## src/rtl/l2_tag_ctrl_if.sv

```systemverilog
// L1-side lookup, memory fill and tag RAM port 1 signals
// bundled for the L2 tag controller.
interface l2_tag_ctrl_if #(
  parameter int TAG_WIDTH = 7,
  parameter int IDX_WIDTH = 8
);
  localparam int AW = TAG_WIDTH + IDX_WIDTH;

  logic                 req_valid;
  logic                 req_ready;
  logic [AW-1:0]        req_addr;
  logic                 flush;
  logic                 resp_valid;
  logic                 resp_hit;
  logic                 fill_req;
  logic [AW-1:0]        fill_addr;
  logic                 fill_ack;
  logic                 tgv_we;
  logic [IDX_WIDTH-1:0] tgv_addr;
  logic [TAG_WIDTH:0]   tgv_wdata;
  logic [TAG_WIDTH:0]   tgv_rdata;

  modport master (
    output req_valid, req_addr, flush,
    output fill_ack, tgv_rdata,
    input  req_ready, resp_valid, resp_hit,
    input  fill_req, fill_addr,
    input  tgv_we, tgv_addr, tgv_wdata
  );

  modport slave (
    input  req_valid, req_addr, flush,
    input  fill_ack, tgv_rdata,
    output req_ready, resp_valid, resp_hit,
    output fill_req, fill_addr,
    output tgv_we, tgv_addr, tgv_wdata
  );
endinterface

```

## src/rtl/l2_tag_ctrl.sv

```systemverilog
// L2 tag lookup/fill controller on tag RAM port 1.
// Clears the RAM after reset/flush, compares tags, fills misses.
module l2_tag_ctrl #(
  parameter int TAG_WIDTH = 7,
  parameter int IDX_WIDTH = 8
) (
  input logic         clk,
  input logic         rst_n,
  l2_tag_ctrl_if.slave bus
);
  localparam int AW = TAG_WIDTH + IDX_WIDTH;

  typedef enum logic [2:0] {
    INIT, IDLE, RD, CMP, FILL, WR
  } state_t;

  state_t               state, state_n;
  logic [IDX_WIDTH-1:0] cnt, cnt_n;
  logic [AW-1:0]        addr_q, addr_n;

  logic                 ready_q, ready_n;
  logic                 rv_q, rv_n;
  logic                 rh_q, rh_n;
  logic                 fr_q, fr_n;
  logic [AW-1:0]        fa_q, fa_n;
  logic                 we_q, we_n;
  logic [IDX_WIDTH-1:0] ta_q, ta_n;
  logic [TAG_WIDTH:0]   wd_q, wd_n;

  logic [TAG_WIDTH-1:0] tag;
  logic [IDX_WIDTH-1:0] idx;
  logic                 hit;
  logic                 acc;

  assign tag = addr_q[AW-1:IDX_WIDTH];
  assign idx = addr_q[IDX_WIDTH-1:0];
  assign hit = bus.tgv_rdata[TAG_WIDTH]
             & (bus.tgv_rdata[TAG_WIDTH-1:0] == tag);
  assign acc = bus.req_valid & ready_q;

  // Output registers are loaded with the values the next state presents.
  always_comb begin
    state_n = state;
    cnt_n   = cnt;
    addr_n  = addr_q;
    ready_n = 1'b0;
    rv_n    = 1'b0;
    rh_n    = 1'b0;
    fr_n    = 1'b0;
    fa_n    = fa_q;
    we_n    = 1'b0;
    ta_n    = ta_q;
    wd_n    = wd_q;
    unique case (state)
      INIT: begin
        we_n  = 1'b1;
        ta_n  = cnt;
        wd_n  = '0;
        cnt_n = cnt + 1'b1;
        if (&cnt) state_n = IDLE;
      end
      IDLE: begin
        if (bus.flush) begin
          state_n = INIT;
          cnt_n   = '0;
        end else if (acc) begin
          addr_n  = bus.req_addr;
          ta_n    = bus.req_addr[IDX_WIDTH-1:0];
          state_n = RD;
        end else begin
          ready_n = 1'b1;
        end
      end
      RD: state_n = CMP;
      CMP: begin
        if (hit) begin
          state_n = IDLE;
          rv_n    = 1'b1;
          rh_n    = 1'b1;
          ready_n = 1'b1;
        end else begin
          state_n = FILL;
          fr_n    = 1'b1;
          fa_n    = addr_q;
        end
      end
      FILL: begin
        if (fr_q & bus.fill_ack) begin
          state_n = WR;
          we_n    = 1'b1;
          ta_n    = idx;
          wd_n    = {1'b1, tag};
        end else begin
          fr_n = 1'b1;
        end
      end
      WR: begin
        state_n = IDLE;
        rv_n    = 1'b1;
        ready_n = 1'b1;
      end
      default: state_n = INIT;
    endcase
  end

  always_ff @(posedge clk or negedge rst_n) begin
    if (!rst_n) begin
      state   <= INIT;
      cnt     <= '0;
      addr_q  <= '0;
      ready_q <= 1'b0;
      rv_q    <= 1'b0;
      rh_q    <= 1'b0;
      fr_q    <= 1'b0;
      fa_q    <= '0;
      we_q    <= 1'b0;
      ta_q    <= '0;
      wd_q    <= '0;
    end else begin
      state   <= state_n;
      cnt     <= cnt_n;
      addr_q  <= addr_n;
      ready_q <= ready_n;
      rv_q    <= rv_n;
      rh_q    <= rh_n;
      fr_q    <= fr_n;
      fa_q    <= fa_n;
      we_q    <= we_n;
      ta_q    <= ta_n;
      wd_q    <= wd_n;
    end
  end

  assign bus.req_ready  = ready_q;
  assign bus.resp_valid = rv_q;
  assign bus.resp_hit   = rh_q;
  assign bus.fill_req   = fr_q;
  assign bus.fill_addr  = fa_q;
  assign bus.tgv_we     = we_q;
  assign bus.tgv_addr   = ta_q;
  assign bus.tgv_wdata  = wd_q;
endmodule
```

## src/flat_wrapper.sv

```systemverilog
// flat-port wrapper written by rule: the top's interface ports become plain ports
module l2_tag_ctrl_flat 
#(
  parameter int TAG_WIDTH = 7,
  parameter int IDX_WIDTH = 8
)
  (clk, rst_n, bus_req_valid, bus_req_addr, bus_flush, bus_fill_ack, bus_tgv_rdata, bus_req_ready, bus_resp_valid, bus_resp_hit, bus_fill_req, bus_fill_addr, bus_tgv_we, bus_tgv_addr, bus_tgv_wdata);
  l2_tag_ctrl_if #(.TAG_WIDTH(TAG_WIDTH), .IDX_WIDTH(IDX_WIDTH)) bus_i ();
  input logic clk;
  input logic rst_n;
  input wire logic [$bits(bus_i.req_valid)-1:0] bus_req_valid;
  input wire logic [$bits(bus_i.req_addr)-1:0] bus_req_addr;
  input wire logic [$bits(bus_i.flush)-1:0] bus_flush;
  input wire logic [$bits(bus_i.fill_ack)-1:0] bus_fill_ack;
  input wire logic [$bits(bus_i.tgv_rdata)-1:0] bus_tgv_rdata;
  output wire logic [$bits(bus_i.req_ready)-1:0] bus_req_ready;
  output wire logic [$bits(bus_i.resp_valid)-1:0] bus_resp_valid;
  output wire logic [$bits(bus_i.resp_hit)-1:0] bus_resp_hit;
  output wire logic [$bits(bus_i.fill_req)-1:0] bus_fill_req;
  output wire logic [$bits(bus_i.fill_addr)-1:0] bus_fill_addr;
  output wire logic [$bits(bus_i.tgv_we)-1:0] bus_tgv_we;
  output wire logic [$bits(bus_i.tgv_addr)-1:0] bus_tgv_addr;
  output wire logic [$bits(bus_i.tgv_wdata)-1:0] bus_tgv_wdata;
  assign bus_i.req_valid = bus_req_valid;
  assign bus_i.req_addr = bus_req_addr;
  assign bus_i.flush = bus_flush;
  assign bus_i.fill_ack = bus_fill_ack;
  assign bus_i.tgv_rdata = bus_tgv_rdata;
  assign bus_req_ready = bus_i.req_ready;
  assign bus_resp_valid = bus_i.resp_valid;
  assign bus_resp_hit = bus_i.resp_hit;
  assign bus_fill_req = bus_i.fill_req;
  assign bus_fill_addr = bus_i.fill_addr;
  assign bus_tgv_we = bus_i.tgv_we;
  assign bus_tgv_addr = bus_i.tgv_addr;
  assign bus_tgv_wdata = bus_i.tgv_wdata;
  l2_tag_ctrl #(.TAG_WIDTH(TAG_WIDTH), .IDX_WIDTH(IDX_WIDTH)) u_core (.clk(clk), .rst_n(rst_n), .bus(bus_i));
endmodule
```

## config.mk

```make
export PLATFORM = sky130hd
export DESIGN_NAME = l2_tag_ctrl_flat
export DESIGN_NICKNAME = d
export VERILOG_FILES = /design/src/rtl/l2_tag_ctrl_if.sv /design/src/rtl/l2_tag_ctrl.sv /design/src/flat_wrapper.sv
export SDC_FILE = /design/constraint.sdc
export NUM_CORES = 1
export LEC_CHECK = 0
export CAP_MARGIN = 20
export CORE_ASPECT_RATIO = 1.25
export CORE_MARGIN = 2
export CORE_UTILIZATION = 40
export CTS_CLUSTER_DIAMETER = 200
export CTS_CLUSTER_SIZE = 10
export DETAILED_ROUTE_END_ITERATION = 8
export GPL_TIMING_DRIVEN = 0
export HOLD_SLACK_MARGIN = 0.1
export PLACE_DENSITY = 0.66
export SLEW_MARGIN = 20
export SYNTH_ARGS = -nofsm -noshare
export SYNTH_HDL_FRONTEND = slang
export SYNTH_SLANG_ARGS = --single-unit
```

## constraint.sdc

```tcl
create_clock -name clk -period 5.4 [get_ports clk]
set_clock_uncertainty 0.15 [all_clocks]
set_input_delay 0.54 -clock clk [delete_from_list [all_inputs] [get_ports clk]]
set_output_delay 0.54 -clock clk [all_outputs]
set_load 0.05 [all_outputs]
```

---- Word level (Yosys, flattened, before mapping) ----
Cells that the tools add are included.
Widths: inputs -> output; s select.
operators by class
  equal/unequal tests ..................... 12
  muxes and demuxes ....................... 25
  bitwise logic cells ..................... 5
  reductions and logical operators ........ 11
  add/subtract/negate cells ............... 1
operators by type and width
  kind                 number
  $mux 8               5
  $pmux 8 s2           2
  $pmux 8 s3           1
  $pmux 3 s6           1
  $mux 3               5
  $add 8x1->8 const B  1
  $reduce_and 8->1     1
  $eq 7x7->1           1
  $mux 1               7
  $eq 3x2->1 const B   2
  $eq 3x3->1 const B   2
  $ne 2x1->1 const B   3
  $pmux 1 s2           3
  $reduce_and 2->1     3
  $reduce_and 3->1     2
  $ne 2x2->1 const B   2
  $reduce_and 4->1     1
  $reduce_bool 2->1    2
  $and 1x1->1          3
  $eq 3x1->1 const B   1
  $logic_not 3->1      1
  $ne 3x2->1 const B   1
  $pmux 1 s3           1
  $reduce_bool 3->1    1
  $not 1->1            2
storage, ports and cells
  input port bits ......................... 28
  logic and storage cells ................. 65
  register bits ........................... 62

---- Logic depth before layout (Yosys ltp) ----
Gate-level depths: netlist (run 1).
  depth in word-level cells ............... 4
  depth in mapped cells ................... 7

---- Worst setup path before layout (run 1) ----
OpenSTA, ideal clock, no wires.
  kind .................................... input port to flip-flop
  start ................................... in bus_tgv_rdata[2]
  end ..................................... reg u_core.fa_q[0] (netlist: u_core.bus.fill_addr[0])
  library setup time ...................... 0.128 ns
  cell stages on the path ................. 5
  path buffers ............................ 1
  required time ........................... 5.122 ns
  arrival ................................. 1.682 ns
  slack ................................... 3.441 ns
  cells stage by stage .................... xnor2_1 -> nand4_1 -> o21ai_4 -> buf_4 -> mux2_1
between the ends
  word-level cells in the longest chain between the ends .. 4
RTL lines
  element                            RTL line            text
  start: declaration                 flat_wrapper.sv:15  input wire logic [$bits(bus_i.tgv_rdata)-1:0] bus_tgv_rdata;
  $eq 7x7->1                         l2_tag_ctrl.sv:38   & (bus.tgv_rdata[TAG_WIDTH-1:0] == tag);
  $and 1x1->1                        l2_tag_ctrl.sv:38
  $not 1->1 (no source line)         -
  $reduce_and 2->1 (no source line)  -
  end signal: assignment             l2_tag_ctrl.sv:127  fa_q <= fa_n;
  end: declaration                   l2_tag_ctrl.sv:25   logic [AW-1:0] fa_q, fa_n;
Every way passes these cells.
A chain may end at the register's enable or synchronous reset.

---- Worst setup path in the final report (run 1) ----
  start ................................... in bus_tgv_rdata[1]
  end ..................................... reg u_core.fa_q[11] (netlist: u_core.bus.fill_addr[11])
Same word-level chain as after synthesis.

==> out/qor.txt, run 1 <==
=====================================================================================================
Cell breakdown of the critical path                                                      clkdlybuf4s50_1, xnor2_1, nand4_1, o21ai_4, buf_4, mux2_1
Fillcell total                                                                                    599
Sequential cell area fraction in the yosys report                                               0.567
Clock Latency Late Sink                                                                       0.34 ns
Netlist area before placement                                                            0.00274 sq mm
Post-synthesis share of cell area spent on full adders, half adders and majority gates        0.00457
Register bit count reported by yosys                                                               62
GRT Total Usage                                                                                 0.179
Type of the worst min-delay path                                                              reg2reg
Net count of the mapped netlist                                                                   261
Clock Pin Slew Worst Setup and Hold Paths                                                     0.07 ns
Total half-perimeter wirelength after legalization and detailed placement                     4.30 mm
Maximum buffer depth of the clock tree                                                              2
# resized after CTS                                                                                 0
Worst vdd rail ir drop                                                                     0.000284 V
Wire length of the first global-routing pass                                                  10.1 mm
Crit. path cell count                                                                               6
I/O Buffers                                                                                        63
Result of the run                                                                        complete, no violations
Synth unique cells                                                                                 42
Critical path capture point type                                                             register
CP top delay family                                                                      buffers and inverters
Portion of synthesized cell area occupied by the leading cell type                              0.567
Count of synthesis-stage warnings from yosys                                                        0
Top cells by area in the synthesized netlist                                             sky130_fd_sc_hd__dfrtp_1 (57%), sky130_fd_sc_hd__mux2_2 (9.1%), sky130_fd_sc_hd__nand2_1 (4.1%), sky130_fd_sc_hd__o21ai_0 (3.8%), sky130_fd_sc_hd__mux2_1 (3.3%)
Setup TNS                                                                                        0 ns
Cell depth of the worst min-delay path                                                              2
Avg WL per Cell                                                                               15.2 um
Synth-to-Final Area Change                                                                      36.6%
Largest net degree at the start of global routing                                                  39
CP required                                                                                   5.47 ns
Post-Synth Simple-Gate Area                                                                     0.124
Number of cells traversed by the worst register-to-register path                                    5
Number of enable-type register cells in the synthesized netlist                                     0
Post-DR vias/cell                                                                                5.10
Number of instances in the synthesized netlist                                                    232
Setup violators final                                                                               0
Dominant cell type by area after synthesis                                               sky130_fd_sc_hd__dfrtp_1
Antenna-violating nets left                                                                         0
Total clock buffers created by CTS                                                                  9
Core Footprint                                                                           0.00661 sq mm
Total wire length after detailed routing                                                      6.06 mm
Last weighted congestion value of the routability-driven placer                                 0.828
Slowest cell delay on critical path                                                           0.48 ns
Standard-cell rows                                                                                 33
Tcrit/Tclk final                                                                                0.446
Die width                                                                                     78.0 um
Pins over their slew limit                                                                          0
Total gr overflow                                                                                   0
Shortest clock period the worst path allows after layout                                      2.41 ns
Area share of xor/xnor cells in the synthesized design                                         0.0384
Initial cell density of the core                                                                0.414
CTS Sinks                                                                                          62
Clock root buffer master                                                                 sky130_fd_sc_hd__clkbuf_8
H-Tree Depth                                                                                        3
Count of nets after finishing                                                                     337
Max frequency                                                                               0.415 GHz
Sequential standard cell area                                                            0.00155 sq mm
Average instance area after synthesis                                                      11.8 sq um
Detailed-routing iteration count for the pre-antenna-repair pass                                    4
Share of cells above drive strength 1                                                           0.179
Share of synthesized registers carrying an async set or reset                                    1.00
Setup repair after global routing missed its margin                                                no
Type of the setup path with the least slack                                                    in2reg
Dominant combinational cell family by area after synthesis                               simple AND/OR/NAND/NOR gates
Master of the slowest instance on the critical path                                      sky130_fd_sc_hd__clkdlybuf4s50_1
Initial antenna violation count                                                                     0
Area used by multi-input combinational logic                                             0.00112 sq mm
Max-cap viol count                                                                                  0
Complex-gate fraction of the synthesized area                                                   0.120
Worst endpoint data arrival time                                                              2.48 ns
Leakage power total                                                                           1.62 nW
Areal power density over the cells                                                        587 mW/mm^2
Total I/O pin count                                                                                64
Die Area                                                                                 0.00752 sq mm
Vias in the first global route                                                                   2049
Combined buffer and inverter count along the critical path                                          2
Sort of element at the start of the critical path                                        primary input
TritonCTS clock tree                                                                            built
Count of unresolved DRC violations after routing                                                    0
Worst Tran Pin Value                                                                         0.851 ns
Vias after detailed routing                                                                      2041
Flip-flop cell with the highest count after synthesis                                    sky130_fd_sc_hd__dfrtp_1
Die extent in y                                                                               96.5 um
# diodes                                                                                            0
Number of DRC violations after detailed-routing iteration 0                                        64
Layout Utilization                                                                              0.566
Endpoints failing hold                                                                              0
Worst-path fanout max                                                                              10
Multiplexer share of the synthesized area                                                       0.123
Worst slew margin                                                                               0.418
Post CTS Setup Buffer Count                                                                         0
=====================================================================================================
[cells by family after synthesis]
kind of cell,count (synthesis)
xor gates and xnor gates,12
muxes,30
adders and majority gates,1
AOI/OAI and AO/OA,49
and+or+nand+nor,65
buffers and inverters,13
DFF,62
[stage by stage]
step                      power, mW  setup slack [ns]  cells  cell area [sq um]  hold slack (ns)
final                          2.19              2.99    400               3740            0.338
after floorplan                1.42              3.44    232               2740           0.0944
after CTS                      2.22              2.92    400               3740            0.342
after detailed placement       1.74              2.55    383               3490            0.318
after global routing           2.33              2.85    400               3740            0.354
after global placement         1.72              1.61    382               3480            0.321
[sequential cells by signal, summed over array words and instances, names as in the netlist, 3 cells and up]
register,cells
u_core.addr_q,15
u_core.bus.fill_addr,15
u_core.bus.tgv_addr,8
u_core.bus.tgv_wdata,8
u_core.cnt,8
u_core.state,3
[cell type report]
type | instances | share of cell area
buffer | 11 | 0.0147
clock buffer | 13 | 0.0452
clock inverter | 3 | 0.0174
inverter | 2 | 0.00201
multi-input combinational | 157 | 0.300
sequential | 62 | 0.415
tap | 87 | 0.0291
timing repair buffer | 65 | 0.176
[path summary, 6_finish.rpt]
check,slack [ns],from,endpoint
worst max-delay path,2.99,bus_tgv_rdata[1],u_core.bus.fill_addr[11]
worst min-delay path,0.34,u_core.bus.tgv_addr[6],u_core.bus.tgv_addr[6]
worst max register to register,3.20,u_core.addr_q[9],u_core.bus.fill_addr[11]
worst min register to register,0.34,u_core.bus.tgv_addr[6],u_core.bus.tgv_addr[6]
max in group asynchronous,4.10,rst_n,u_core.bus.fill_req
min in group asynchronous,0.49,rst_n,u_core.addr_q[4]
[routing by layer]
layer	GRT usage	share of wire	up-vias	routed length [um]
li1	-	-	980	-
met2	0.285	0.48	67	2900
met4	0.0789	0.021	0	127
met5	0	0	-	0
met3	0.0632	0.073	11	443
met1	0.221	0.43	983	2590
[worst register-to-register path: stages, from the launching register on]
cell                      delay (ns)
sky130_fd_sc_hd__dfrtp_1        0.42
sky130_fd_sc_hd__xnor2_1        0.18
sky130_fd_sc_hd__nand4_1        0.27
sky130_fd_sc_hd__o21ai_4        0.44
sky130_fd_sc_hd__buf_4          0.28
sky130_fd_sc_hd__mux2_1         0.34
[synth_stat cells, drive strengths merged (3+ instances only)]
library cell and number:
xor2 4, o21ai 22, nor3 3, nand4 4, xnor2 8, dfrtp 62
buf 7, a21oi 3, o22a 8, nand2 30, nand2b 3, nor2 9
mux2 30, clkbuf 4, o22ai 8, and3 3
[where the power goes]
part           switching, mW  internal, mW  leakage [nW]  total, mW
Clock                  0.172         0.297         0.120      0.470
Sequential             0.115         0.622         0.819      0.737
Combinational          0.601         0.385         0.686      0.986
[layout by cell type, fill, tap and decap left out, drive strengths merged, types with 3 or more instances in the layout]
cell type and count:
o22a 8, nand4 4, xor2 4, and3 3
clkbuf 17, a21oi 3, o22ai 8, nand2b 3
clkdlybuf4s50 62, nor2 9, o21ai 22, mux2 30
nand2 30, buf 9, dfrtp 62, nor3 3
xnor2 8
[timing repair]
action / 4_1_cts / 5_1_grt
endpoints found under the hold margin: 24 / 0
hold buffers: 1 / 0
setup endpoints to repair: 0 / 0
Note: power is estimated with default switching activity, not from simulation.
==> run 2: changes to the inputs <==
PLACE_DENSITY = 0.69   (was 0.66)
clock period = 2 ns   (was 5.4 ns; I/O delays follow)
==> run 2 against run 1 <==
  * Global-route usage rose by 0.19 points
  * Critical path depth fell by 1
  * Combinational power rose to 2.8 times the previous value
  * Register-to-register slack got worse by 3.1 ns
  * Routed wire length rose by 2.2%
  * Worst hold slack got worse by 0.18 ns
  * Total power rose to 2.7 times the previous value
  * Cell count rose by 0.50%
  * Sequential share of layout area fell by 0.30 points
  * Final area rose by 0.74%
  * Via count rose by 2.3%
  * Clock power rose by 140%
==> out/qor.txt, run 2 (synthesis gave the netlist of run 1 again) <==
========================================================================================
Die extent in y                                                                  96.5 um   unchanged
Vias after detailed routing                                                         2087   was 2041
Max-cap viol count                                                                     0   unchanged
Share of cells above drive strength 1                                              0.200   was 0.179
Synth-to-Final Area Change                                                         37.6%   was 36.6%
Setup violators final                                                                  0   unchanged
Minimum setup slack among reg-to-reg paths                                        0.1 ns   was 3.20 ns
CP required                                                                      2.07 ns   was 5.47 ns
Total clock buffers created by CTS                                                     9   unchanged
Initial antenna violation count                                                        0   unchanged
Last weighted congestion value of the routability-driven placer                    0.864   was 0.828
Worst vdd rail ir drop                                                        0.000829 V   was 0.000284 V
# diodes                                                                               0   unchanged
Layout Utilization                                                                 0.570   was 0.566
Max frequency                                                                  0.525 GHz
Count of unresolved DRC violations after routing                                       0   unchanged
Post-layout power                                                                5.86 mW   was 2.19 mW
Clock root buffer master                                                    sky130_fd_sc_hd__clkbuf_8   unchanged
Type of the setup path with the least slack                                      reg2reg   was in2reg
Reg2reg start                                                               u_core.addr_q[9]   unchanged
Commonest cells after routing, fill and taps aside                          sky130_fd_sc_hd__clkdlybuf4s50_1 (62), sky130_fd_sc_hd__dfrtp_1 (62), sky130_fd_sc_hd__nand2_1 (30)   unchanged
Total half-perimeter wirelength after legalization and detailed placement        4.43 mm   was 4.30 mm
Count of non-filler cells in the finished layout                                     402   was 400
Pins over their slew limit                                                             0   unchanged
Worst endpoint data arrival time                                                 1.97 ns   was 2.48 ns
Leakage power total                                                              1.62 nW   about the same
Tcrit/Tclk final                                                                   0.952
Initial cell density of the core                                                   0.414   unchanged
Critical path capture point type                                                register   unchanged
Post-DR vias/cell                                                                   5.19   was 5.10
Result of the run                                                           complete, no violations   unchanged
Clock Pin Slew Worst Setup and Hold Paths                                        0.08 ns   was 0.07 ns
Instance count after placement with tap cells included                               383   unchanged
Die Area                                                                    0.00752 sq mm   unchanged
Slowest cell delay on critical path                                              0.43 ns   was 0.48 ns
Type of the worst min-delay path                                                in2async   was reg2reg
Wire length of the first global-routing pass                                     10.3 mm   was 10.1 mm
Die width                                                                        78.0 um   unchanged
Cell breakdown of the critical path                                         xnor2_1, nand4_1, o21ai_4, buf_6, mux2_2   was clkdlybuf4s50_1, xnor2_1, nand4_1, o21ai_4, buf_4, mux2_1
Vias in the first global route                                                      2170   was 2049
Total wire length after detailed routing                                         6.19 mm   was 6.06 mm
Count of nets after finishing                                                        339   was 337
Antenna-violating nets left                                                            0   unchanged
Worst-path fanout max                                                                  7   was 10
Number of cells traversed by the worst register-to-register path                       5   unchanged
Setup repair after global routing missed its margin                                   no   unchanged
Areal power density over the cells                                          1560 mW/mm^2   was 587 mW/mm^2
Largest net degree at the start of global routing                                     39   unchanged
Detailed-routing iteration count for the pre-antenna-repair pass                       4   unchanged
Master of the slowest instance on the critical path                         sky130_fd_sc_hd__dfrtp_1   was sky130_fd_sc_hd__clkdlybuf4s50_1
Combined buffer and inverter count along the critical path                             1   was 2
Worst Tran Pin Value                                                            0.607 ns   was 0.851 ns
GRT Total Usage                                                                    0.181   was 0.179
Worst setup path start                                                      u_core.addr_q[9]   was bus_tgv_rdata[1]
H-Tree Depth                                                                           3   unchanged
Number of DRC violations after detailed-routing iteration 0                           64   unchanged
Core Footprint                                                              0.00661 sq mm   unchanged
CTS Sinks                                                                             62   unchanged
End of the worst register-to-register path                                  u_core.bus.fill_addr[6]   was u_core.bus.fill_addr[11]
Clock Latency Late Sink                                                          0.34 ns   about the same
Sort of element at the start of the critical path                               register   was primary input
Total gr overflow                                                                      0   unchanged
Endpoints failing hold                                                                 0   unchanged
CP top delay family                                                           flip-flops   was buffers and inverters
I/O Buffers                                                                           63   unchanged
Shortest clock period the worst path allows after layout                         1.90 ns
Fillcell total                                                                       599   unchanged
Avg WL per Cell                                                                  15.4 um   was 15.2 um
Maximum buffer depth of the clock tree                                                 2   unchanged
Total I/O pin count                                                                   64   unchanged
Worst slew margin                                                                  0.595   was 0.418
Standard-cell rows                                                                    33   unchanged
TritonCTS clock tree                                                               built   unchanged
========================================================================================
run 2: repair_timing:
action	CTS	global route
setup buffers	2	0
hold buffers	1	0
hold endpoints to repair	62	0
gates cloned	0	0
setup endpoints to repair	19	26
gates resized for setup	2	7
pin swaps	2	3
run 2: worst register-to-register path: stages, from the launching register on:
cell,delay [ns]
sky130_fd_sc_hd__dfrtp_1,0.43
sky130_fd_sc_hd__xnor2_1,0.17
sky130_fd_sc_hd__nand4_1,0.24
sky130_fd_sc_hd__o21ai_4,0.28
sky130_fd_sc_hd__buf_6,0.18
sky130_fd_sc_hd__mux2_2,0.34
run 2: where the power goes:
part	leakage [nW]	internal, mW	switching, mW
combinational	0.704	1.08	1.65
sequential	0.819	1.68	0.327
clock	0.0951	0.615	0.513
run 2: layer usage:
metal | vias to the layer above | global-route usage | part of all wire
met3 | 9 | 0.0511 | 0.066
li1 | 990 | - | -
met4 | 0 | 0.0863 | 0.015
met5 | - | 0 | 0
met1 | 1031 | 0.207 | 0.41
met2 | 57 | 0.315 | 0.51
run 2: cell type report:
cell class / instances / area (sq um) / area share
buffer: 11 / 62.6 / 0.0166
sequential: 62 / 1550 / 0.412
clock buffer: 10 / 138 / 0.0366
timing repair buffer: 67 / 677 / 0.180
multi-input combinational: 157 / 1150 / 0.305
inverter: 2 / 7.51 / 0.00199
tap: 87 / 109 / 0.0289
clock inverter: 6 / 70.1 / 0.0186
run 2: worst max path at each step:
stage	cells after the start	end	slack [ns]
after detailed placement	6	u_core.bus.fill_addr[1]	-0.50
final	5	u_core.bus.fill_addr[6]	0.1
after global placement	1	u_core.bus.fill_addr[4]	-1.42
after CTS	5	u_core.bus.fill_addr[1]	0.04
after floorplan	4	u_core.addr_q[10]	0.16
after global routing	5	u_core.bus.fill_addr[5]	0.001
run 2: per-stage QoR:
stage               cell area [sq um]  hold WS [ns]  worst slack [ns]  TNS, ns
floorplan                        2740        -0.246             0.163        0
global placement                 3480         0.324             -1.42   -95.83
detailed placement               3490       -0.0208            -0.497    -9.09
CTS                              3730         0.158            0.0355        0
global route                     3760         0.168          0.000962        0
finish                           3760         0.158            0.0964        0
==> patch, RTL diff (config.mk and constraints of run 2) <==
Re-encode `state_t` (6 states) as Gray code, 3 bits wide.
--- a/src/rtl/l2_tag_ctrl.sv
+++ b/src/rtl/l2_tag_ctrl.sv
@@ -12,5 +12,5 @@
 
   typedef enum logic [2:0] {
-    INIT, IDLE, RD, CMP, FILL, WR
+    INIT = 3'b000, IDLE = 3'b001, RD = 3'b011, CMP = 3'b010, FILL = 3'b110, WR = 3'b111
   } state_t;
 
Check against the original RTL: same outputs for any inputs over 10 cycles, from zero or initial values and one cycle with rst_n low; not proved beyond that.
==> patch against run 2 <==
  * Routed wire length is 17% higher
  * Setup slack got worse by 42 ps
  * Clock power down 13%
  * Count of clock-buffer cells in the layout up 5
  * Sequential cell count is the same
  * Power grew 8.0%
  * Synthesized area up 9.2%
  * Maximum frequency fell by 2.1%
  * Synthesized cell count up 14%
  * Via count is 14% higher
  * Critical path type unchanged
  * Largest power group unchanged
  * Design area rose by 9.4%
  * Cell count up 12%
==> patch: results (changes against run 2) <==
status: "finished clean"
wl_per_cell_um: 16.1  # +4.3%
vdd_drop_max_mv: 0.979  # +18%
layout-drive-gt1-share_pct: 24.0  # +4.0 points
grt_pass1_wl_mm: 11.9  # +16%
met3WireLength_um: 498  # +22%
inverters: 1  # -1
dp_cells: 420  # +9.7%
synth_compound_area_share_pct: 9.80  # -2.2 points
multi_input_area_mm2: 0.00138  # +20%
synthAdderAreaFrac_pct: 0.419  # -0.038 points
buffers_excl_clock: 96  # +23%
worstPathArrival_ps: 2020  # +50 ps
dp_hpwl_mm: 5.07  # +14%
vias: 2378  # +14%
relSlewSlack_pct: 57.8  # -1.7 points
cp_top_family: "buffers and inverters"
post_cts.repair.setup_buffers: 4  # +2
slowest_delay_ps: 490  # +60 ps
final_nets: 382  # +13%
insertion_delay_ps: 350
sw_frac_of_total_pct: 42.5  # +0.11 points
seq_area_frac_synth_pct: 51.9  # -4.8 points
worstReg2RegStart: "u_core.state[1]"
ys_types: 36  # -14%
total_power_mw: 6.33  # +8.0%
crit_start: "u_core.state[1]"
synth_area_leaders: "dfrtp_1, mux2_2, mux2_4, xor2_1, nand2_1"
clock_area_share_pct: 4.16  # -1.4 points
post_cts_resized: 5  # +3
p_leak_nw: 1.83  # +13%
clkbuf_count: 15  # +5
seq_power_share_pct: 31.8  # -2.4 points
n_fill_cell: 669  # +12%
non_clock_buffer_area_share_pct: 21.8  # +2.1 points
gp_congestion: 0.866  # +0.21%
critical_path.max_fanout: 10  # +3
grt_usage_pct: 19.5  # +1.4 points
power_frac_comb_pct: 52.6  # +6.0 points
grt_max_degree: 49  # +26%
drt-initial-drc-count: 180  # +180%
syn_avg_cell_area_um2: 11.3  # -4.0%
[patch: cell types whose count changed in the layout (fill, tap and decap cells not counted), sizes merged, moves of 9 or more]
cell    change
a211oi      +9
a21oi       +9
buf        +12
clkbuf     +10
nor3        +9
o21ai      -10
[patch: how the worst min path moves through the flow]
stage	to	slack [ps]	cells after the start
final	u_core.addr_q[6]	230	3
after global routing	u_core.addr_q[6]	270	3
after CTS	u_core.addr_q[6]	220	3
after detailed placement	u_core.bus.fill_addr[6]	-70	1
after global placement	u_core.bus.tgv_wdata[7]	320	1
after floorplan	u_core.addr_q[0]	-250	0
[patch: routing by layer]
layer | track usage [%] | vias up
met5 | 0 | -
met4 | 7.43 | 0
met3 | 6.90 | 15
met2 | 31.7 | 93
met1 | 23.5 | 1149
li1 | - | 1121
[patch: through the flow]
step / cell area (µm²) / setup WS (ps)
finish: 4120 / 54.9
global route: 4120 / -35.0
CTS: 4020 / 2.55
detailed placement: 3760 / -305
global placement: 3730 / -1550
floorplan: 2990 / 89.2
